## src/rtl/fpu_issue_sequencer.sv

```systemverilog
// ---------------------------------------------------------------------------
// fpu_issue_sequencer
//
// Sequences one floating-point operation at a time through the FPU and the
// FP register file, and owns the fcsr rounding-mode (frm) and accrued
// exception flag (fflags) state.
//
// Flow: IDLE accepts a request and resolves the rounding mode, ISSUE launches
// the FPU, WAIT holds operands until f_ready (or times out), WB writes the
// result back and accrues flags, ABORT reports an illegal rounding mode or a
// timeout without touching architectural state.
//
// Ports
//   CLK, RST                    clock, synchronous active-high reset
//   req_valid/req_ready         request handshake
//   req_funct7/rm/rs1/rs2/rd    decoded FP request fields
//   f_rs1/f_rs2                 register-file read addresses (ISSUE/WAIT)
//   funct_7/frm/fpu_start       FPU operation select, rounding mode, launch
//   FPU_out/flags/f_ready       FPU result, exception flags, result valid
//   f_wen/f_rd/f_w_data         register-file write port (WB)
//   csr_frm_*/csr_fflags_*      CSR writes of frm / fflags
//   fcsr_frm/fcsr_fflags        current fcsr contents
//   done/illegal/timeout_err    one-cycle completion / abort pulses
// ---------------------------------------------------------------------------
module fpu_issue_sequencer #(
    parameter int TIMEOUT_CYCLES = 64,
    parameter int CNT_W          = 7
) (
    input  logic        CLK,
    input  logic        RST,
    input  logic        req_valid,
    output logic        req_ready,
    input  logic [7:0]  req_funct7,
    input  logic [2:0]  req_rm,
    input  logic [4:0]  req_rs1,
    input  logic [4:0]  req_rs2,
    input  logic [4:0]  req_rd,
    output logic [4:0]  f_rs1,
    output logic [4:0]  f_rs2,
    output logic [7:0]  funct_7,
    output logic [2:0]  frm,
    output logic        fpu_start,
    input  logic [31:0] FPU_out,
    input  logic [4:0]  flags,
    input  logic        f_ready,
    output logic        f_wen,
    output logic [4:0]  f_rd,
    output logic [31:0] f_w_data,
    input  logic        csr_frm_we,
    input  logic [2:0]  csr_frm_wdata,
    input  logic        csr_fflags_we,
    input  logic [4:0]  csr_fflags_wdata,
    output logic [2:0]  fcsr_frm,
    output logic [4:0]  fcsr_fflags,
    output logic        done,
    output logic        illegal,
    output logic        timeout_err
);

    typedef enum logic [2:0] {
        S_IDLE  = 3'd0,
        S_ISSUE = 3'd1,
        S_WAIT  = 3'd2,
        S_WB    = 3'd3,
        S_ABORT = 3'd4
    } state_t;

    localparam logic [CNT_W-1:0] CNT_LAST = CNT_W'(TIMEOUT_CYCLES - 1);
    localparam logic [CNT_W-1:0] CNT_ONE  = CNT_W'(1);

    state_t            state_r;
    state_t            state_s;
    logic [7:0]        funct7_r;
    logic [4:0]        rs1_r;
    logic [4:0]        rs2_r;
    logic [4:0]        rd_r;
    logic [2:0]        rm_r;
    logic [31:0]       res_r;
    logic [4:0]        flg_r;
    logic [CNT_W-1:0]  cnt_r;
    logic              abort_timeout_r;   // 1: ABORT reports timeout, 0: illegal rm
    logic [2:0]        frm_r;
    logic [4:0]        fflags_r;
    logic [2:0]        rm_eff_s;
    logic              rm_bad_s;

    // Rounding-mode resolution: dynamic (111) takes the current fcsr.frm, and
    // 101/110/111 after resolution are reserved encodings.
    always_comb begin
        rm_eff_s = req_rm;
        rm_bad_s = 1'b0;
        if (req_rm == 3'b111) begin
            rm_eff_s = frm_r;
        end else begin
            rm_eff_s = req_rm;
        end
        if (rm_eff_s >= 3'b101) begin
            rm_bad_s = 1'b1;
        end else begin
            rm_bad_s = 1'b0;
        end
    end

    // Next-state logic
    always_comb begin
        state_s = state_r;
        case (state_r)
            S_IDLE: begin
                if (req_valid) begin
                    state_s = rm_bad_s ? S_ABORT : S_ISSUE;
                end else begin
                    state_s = S_IDLE;
                end
            end
            S_ISSUE: state_s = S_WAIT;
            S_WAIT: begin
                // f_ready wins over the timeout on the last allowed cycle
                if (f_ready) begin
                    state_s = S_WB;
                end else if (cnt_r == CNT_LAST) begin
                    state_s = S_ABORT;
                end else begin
                    state_s = S_WAIT;
                end
            end
            S_WB:    state_s = S_IDLE;
            S_ABORT: state_s = S_IDLE;
            default: state_s = S_IDLE;
        endcase
    end

    // State register plus request latches, wait counter and result capture
    always_ff @(posedge CLK) begin
        if (RST) begin
            state_r         <= S_IDLE;
            funct7_r        <= 8'd0;
            rs1_r           <= 5'd0;
            rs2_r           <= 5'd0;
            rd_r            <= 5'd0;
            rm_r            <= 3'd0;
            res_r           <= 32'd0;
            flg_r           <= 5'd0;
            cnt_r           <= '0;
            abort_timeout_r <= 1'b0;
        end else begin
            state_r <= state_s;
            case (state_r)
                S_IDLE: begin
                    if (req_valid) begin
                        funct7_r        <= req_funct7;
                        rs1_r           <= req_rs1;
                        rs2_r           <= req_rs2;
                        rd_r            <= req_rd;
                        abort_timeout_r <= 1'b0;
                        if (!rm_bad_s) begin
                            rm_r <= rm_eff_s;
                        end
                    end
                end
                S_ISSUE: cnt_r <= '0;
                S_WAIT: begin
                    if (f_ready) begin
                        res_r <= FPU_out;
                        flg_r <= flags;
                    end else if (cnt_r == CNT_LAST) begin
                        abort_timeout_r <= 1'b1;
                    end else begin
                        cnt_r <= cnt_r + CNT_ONE;
                    end
                end
                default: begin
                end
            endcase
        end
    end

    // fcsr state: CSR writes land any time; WB merges new flags on top of a
    // same-cycle CSR write so neither source is lost.
    always_ff @(posedge CLK) begin
        if (RST) begin
            frm_r    <= 3'd0;
            fflags_r <= 5'd0;
        end else begin
            if (csr_frm_we) begin
                frm_r <= csr_frm_wdata;
            end
            if (state_r == S_WB) begin
                fflags_r <= (csr_fflags_we ? csr_fflags_wdata : fflags_r) | flg_r;
            end else if (csr_fflags_we) begin
                fflags_r <= csr_fflags_wdata;
            end
        end
    end

    // Moore output decode; every output is sourced from flops
    always_comb begin
        req_ready   = 1'b0;
        f_rs1       = 5'd0;
        f_rs2       = 5'd0;
        funct_7     = 8'd0;
        frm         = 3'd0;
        fpu_start   = 1'b0;
        f_wen       = 1'b0;
        f_rd        = 5'd0;
        f_w_data    = 32'd0;
        done        = 1'b0;
        illegal     = 1'b0;
        timeout_err = 1'b0;
        case (state_r)
            S_IDLE: req_ready = 1'b1;
            S_ISSUE, S_WAIT: begin
                // operands held steady for the combinational register-file read
                f_rs1     = rs1_r;
                f_rs2     = rs2_r;
                funct_7   = funct7_r;
                frm       = rm_r;
                fpu_start = (state_r == S_ISSUE);
            end
            S_WB: begin
                f_wen    = 1'b1;
                f_rd     = rd_r;
                f_w_data = res_r;
                done     = 1'b1;
            end
            S_ABORT: begin
                illegal     = ~abort_timeout_r;
                timeout_err = abort_timeout_r;
            end
            default: req_ready = 1'b0;
        endcase
    end

    assign fcsr_frm    = frm_r;
    assign fcsr_fflags = fflags_r;

endmodule

```

## config.mk

```make
export PLATFORM = sky130hd
export DESIGN_NAME = fpu_issue_sequencer
export DESIGN_NICKNAME = d
export VERILOG_FILES = /design/src/rtl/fpu_issue_sequencer.sv
export SDC_FILE = /design/constraint.sdc
export NUM_CORES = 1
export LEC_CHECK = 0
export BUFFER_PORTS_ARGS = -buffer_cell sky130_fd_sc_hd__buf_2
export CORE_ASPECT_RATIO = 0.75
export CORE_MARGIN = 1.5
export CORE_UTILIZATION = 51
export DETAILED_ROUTE_END_ITERATION = 8
export PLACE_DENSITY = 0.87
export SYNTH_ARGS = -nofsm -noshare
export SYNTH_HDL_FRONTEND = slang
export SYNTH_SLANG_ARGS = --single-unit
```

## constraint.sdc

```tcl
create_clock -name CLK -period 3.5 [get_ports CLK]
set_clock_uncertainty 0.15 [all_clocks]
set_input_delay 0.175 -clock CLK [delete_from_list [all_inputs] [get_ports CLK]]
set_output_delay 0.175 -clock CLK [all_outputs]
set_load 0.01 [all_outputs]
```

==> impl_results.md <==
- Status: complete, no violations
- I/O pins: between 100 and 150
- Post-CTS Hold Buffers: 73
- Root Buffer Master: clkbuf_8
- Mean Syn Cell Area: between 7 and 8 um2
- IO buf count: 148
- WHS Path Cells: 3
- Final hold vios: 0
- Starting Density: 0.542
- DP Worst Slack: ~1.4 ns
- Worst r2r path cells: 5
- Tmin final: roughly 2.7 ns
- RR Endpoint: rm_r[1]
- LEAKAGE: between 2 and 2.5 nW
- Die height: roughly 75 um
- Fin worst setup slack: 0.831 ns
- Worst Setup Start Kind: flop
- Worst Tran Pin Value: 0.944 ns
- Multi-input logic area: roughly 1700 um2
- PD cells: 388 nW/um2
- Chip width: 98.5 um
- RSZ-0062 raised after global routing: false
- Ys Warns: 0
- Crit path required time: 3.63 ns
- Post-CTS Setup Inserts: 0
- Critical path arrival: 2.80 ns
- TritonCTS buffer count: 9
- Layout area overhead: 48.2%
- Syn_nets: 524
- Gr usage total: 0.283
- Post_cts resized: 0
- Max VDD drop: around 0.28 mV
- Remaining global-route overflow: 0
- Synth area leader: dfxtp_1
- Seq cells post-synth: 82
- DRT iter0 DRCs: about 170
- First-pass GRT wire length: approximately 17 mm
- Final wirelength: 10.6 mm
- Finished Cell Area: between 5000 and 6000 um2
- Synth top area share: 0.470
- Area of the die: 7350 um2
- Reg area: ~1600 um2
- Largest net degree at the start of global routing: 45
- Vias per inst: 5.22
- Share of layout cells above drive strength 1: 0.262
- Maximum fanout along the worst path: 29
- Max-Slew Margin vs Limit: 0.370
- Gp weighted congestion: between 0.8 and 0.9
- Seq/Total Area, Yosys: 0.470
- Hold endpoint: fcsr_fflags[1]
- Router iterations before antenna repair: 7
- Hold/Removal Path Class: input port to flop
- Cells after Synth: roughly 450
- Number of enable flip-flop cells after synthesis: 0
- R2R setup slack: 0.83 ns
- Bufs on Longest Clock Path: 2
- Final setup vio count: 0
- Crit Path Class: flop to flop
- Hold path start: csr_fflags_wdata[1]
- Final Util: 0.802
- Fillers: roughly 410
- Max-slew violations: 0
- Initial antenna violation count: 0
- DR WL/cell: 14.4 um
- Cell variety after synth: 36
- Core Rows: 25
- Peak Freq: between 300 and 400 MHz
- DRC viols: 0
- Worst-Skew Late Latency: between 0.3 and 0.4 ns
- Final #Nets: 729
- Core Region: 6440 um2
- Vias in the first global route: 3639
- Antenna Nets Post-Route: 0
- Max cap viols: 0
- Top post-synthesis cells by area: dfxtp_1 (47%), nand2_1 (14%), and2_1 (11%)
- CTS tree: yes
- Top FF cell, synth: dfxtp_1
- Hpwl dp: 5.92 mm
- Mapped Area: between 3000 and 4000 um2
- # H-tree levels: 3
- TNS Setup: 0 ns
- Async set-or-reset flop fraction in the synthesized netlist: 0
- Total power: about 0.002 W
- Part of the cycle the worst path needs: 0.763
- Crit end category: flop
- Clk sinks: 82
- Worst-path clk slew: about 0.090 ns
- Via count: roughly 3800
- Placed Instance Area: 4230 um2
- Reg-to-Reg Start: state_r[2]
==> metal layers <==
metal  part of all wire  vias to the layer above  global-route usage
met5                  0                        -                   0
met4              0.029                        0               0.131
met3              0.060                       33              0.0715
met2               0.51                      160               0.515
met1               0.40                     1781               0.320
li1                   -                     1875                   -
==> worst max-delay path by stage <==
stage,startpoint,endpoint,slack (ns),cells past startpoint
after floorplan,cnt_r[0],cnt_r[2],1.77,5
final,state_r[2],rm_r[1],0.83,5
after CTS,state_r[2],rm_r[1],0.83,5
after global routing,state_r[2],rm_r[1],0.68,5
after global placement,state_r[2],rm_r[1],1.47,4
after detailed placement,state_r[2],rm_r[1],1.40,4
==> Yosys cell counts, types with 3 or more instances <==
master	number
nand2b_1	4
nand3_1	3
nand2_1	129
buf_2	9
a21oi_1	73
nor2_1	11
and3_1	3
a31oi_1	4
inv_1	3
o21ai_1	4
mux2i_1	9
dfxtp_1	82
clkbuf_1	20
nor4b_1	3
nor3_1	3
and2_1	59
==> sequential cells by signal (all words and copies together), names as in the netlist <==
signal / count
res_r: 32
funct7_r: 8
cnt_r: 7
fcsr_fflags: 5
flg_r: 5
rd_r: 5
rs1_r: 5
rs2_r: 5
fcsr_frm: 3
rm_r: 3
state_r: 3
abort_timeout_r: 1
==> metrics by stage <==
| step | hold WS, ns | cells |
|---|---|---|
| floorplan | 0.161 | 446 |
| global placement | 0.256 | 648 |
| detailed placement | 0.269 | 648 |
| CTS | 0.00699 | 737 |
| global route | 0.00830 | 737 |
| finish | 0.0258 | 738 |
==> power by group <==
group | switching [W] | internal, W
clock network | 0.000343 | 0.000353
logic | 0.000156 | 0.000149
registers | 0.0000272 | 0.000977
==> logic make-up (layout without fill, tap and decap cells) <==
logic type | count (synthesis) | count (layout) | share of synthesized area
and+or+nand+nor | 223 | 223 | 0.306
AOI/OAI and AO/OA | 96 | 96 | 0.151
DFF | 82 | 82 | 0.470
buffers and inverters | 35 | 245 | 0.0430
muxes | 9 | 9 | 0.0258
adders and majority gates | 1 | 1 | 0.00358
other | 0 | 1 | 0
==> critical path: stages, from the launching register on <==
cell,delay (ns)
dfxtp_1,0.42
or4b_1,1.00
a21oi_1,0.27
nand2_1,0.07
dlygate4sd3_1,0.56
a21oi_1,0.13
==> cell usage in the layout (no fill, tap or decap), types with 2 or more instances in the layout <==
| cell | instances |
|---|---|
| buf_2 | 148 |
| nand2b_1 | 4 |
| and2_1 | 59 |
| and3_1 | 3 |
| a2bb2oi_1 | 2 |
| buf_4 | 5 |
| nand2_1 | 129 |
| inv_1 | 3 |
| a31oi_1 | 4 |
| dfxtp_1 | 82 |
| nand3b_1 | 2 |
| dlygate4sd3_1 | 73 |
| clkbuf_8 | 10 |
| a21boi_0 | 2 |
| o21ai_0 | 2 |
| a21oi_1 | 73 |
| or4b_1 | 2 |
| mux2i_1 | 9 |
| nor3_1 | 3 |
| nor4b_1 | 3 |
| clkinvlp_4 | 2 |
| o21ai_1 | 4 |
| nor2_1 | 10 |
| a211oi_1 | 2 |
| nand3_1 | 3 |
==> cell type report <==
type / count / share of cell area
diodes: 1 / 0.000484
clock buffers: 11 / 0.0273
clock inverters: 5 / 0.0121
inverters: 3 / 0.00218
multi-input cells: 329 / 0.329
flip-flops and latches: 82 / 0.318
well taps: 81 / 0.0196
repair buffers: 226 / 0.292
Note: power is estimated with default switching activity, not from simulation.
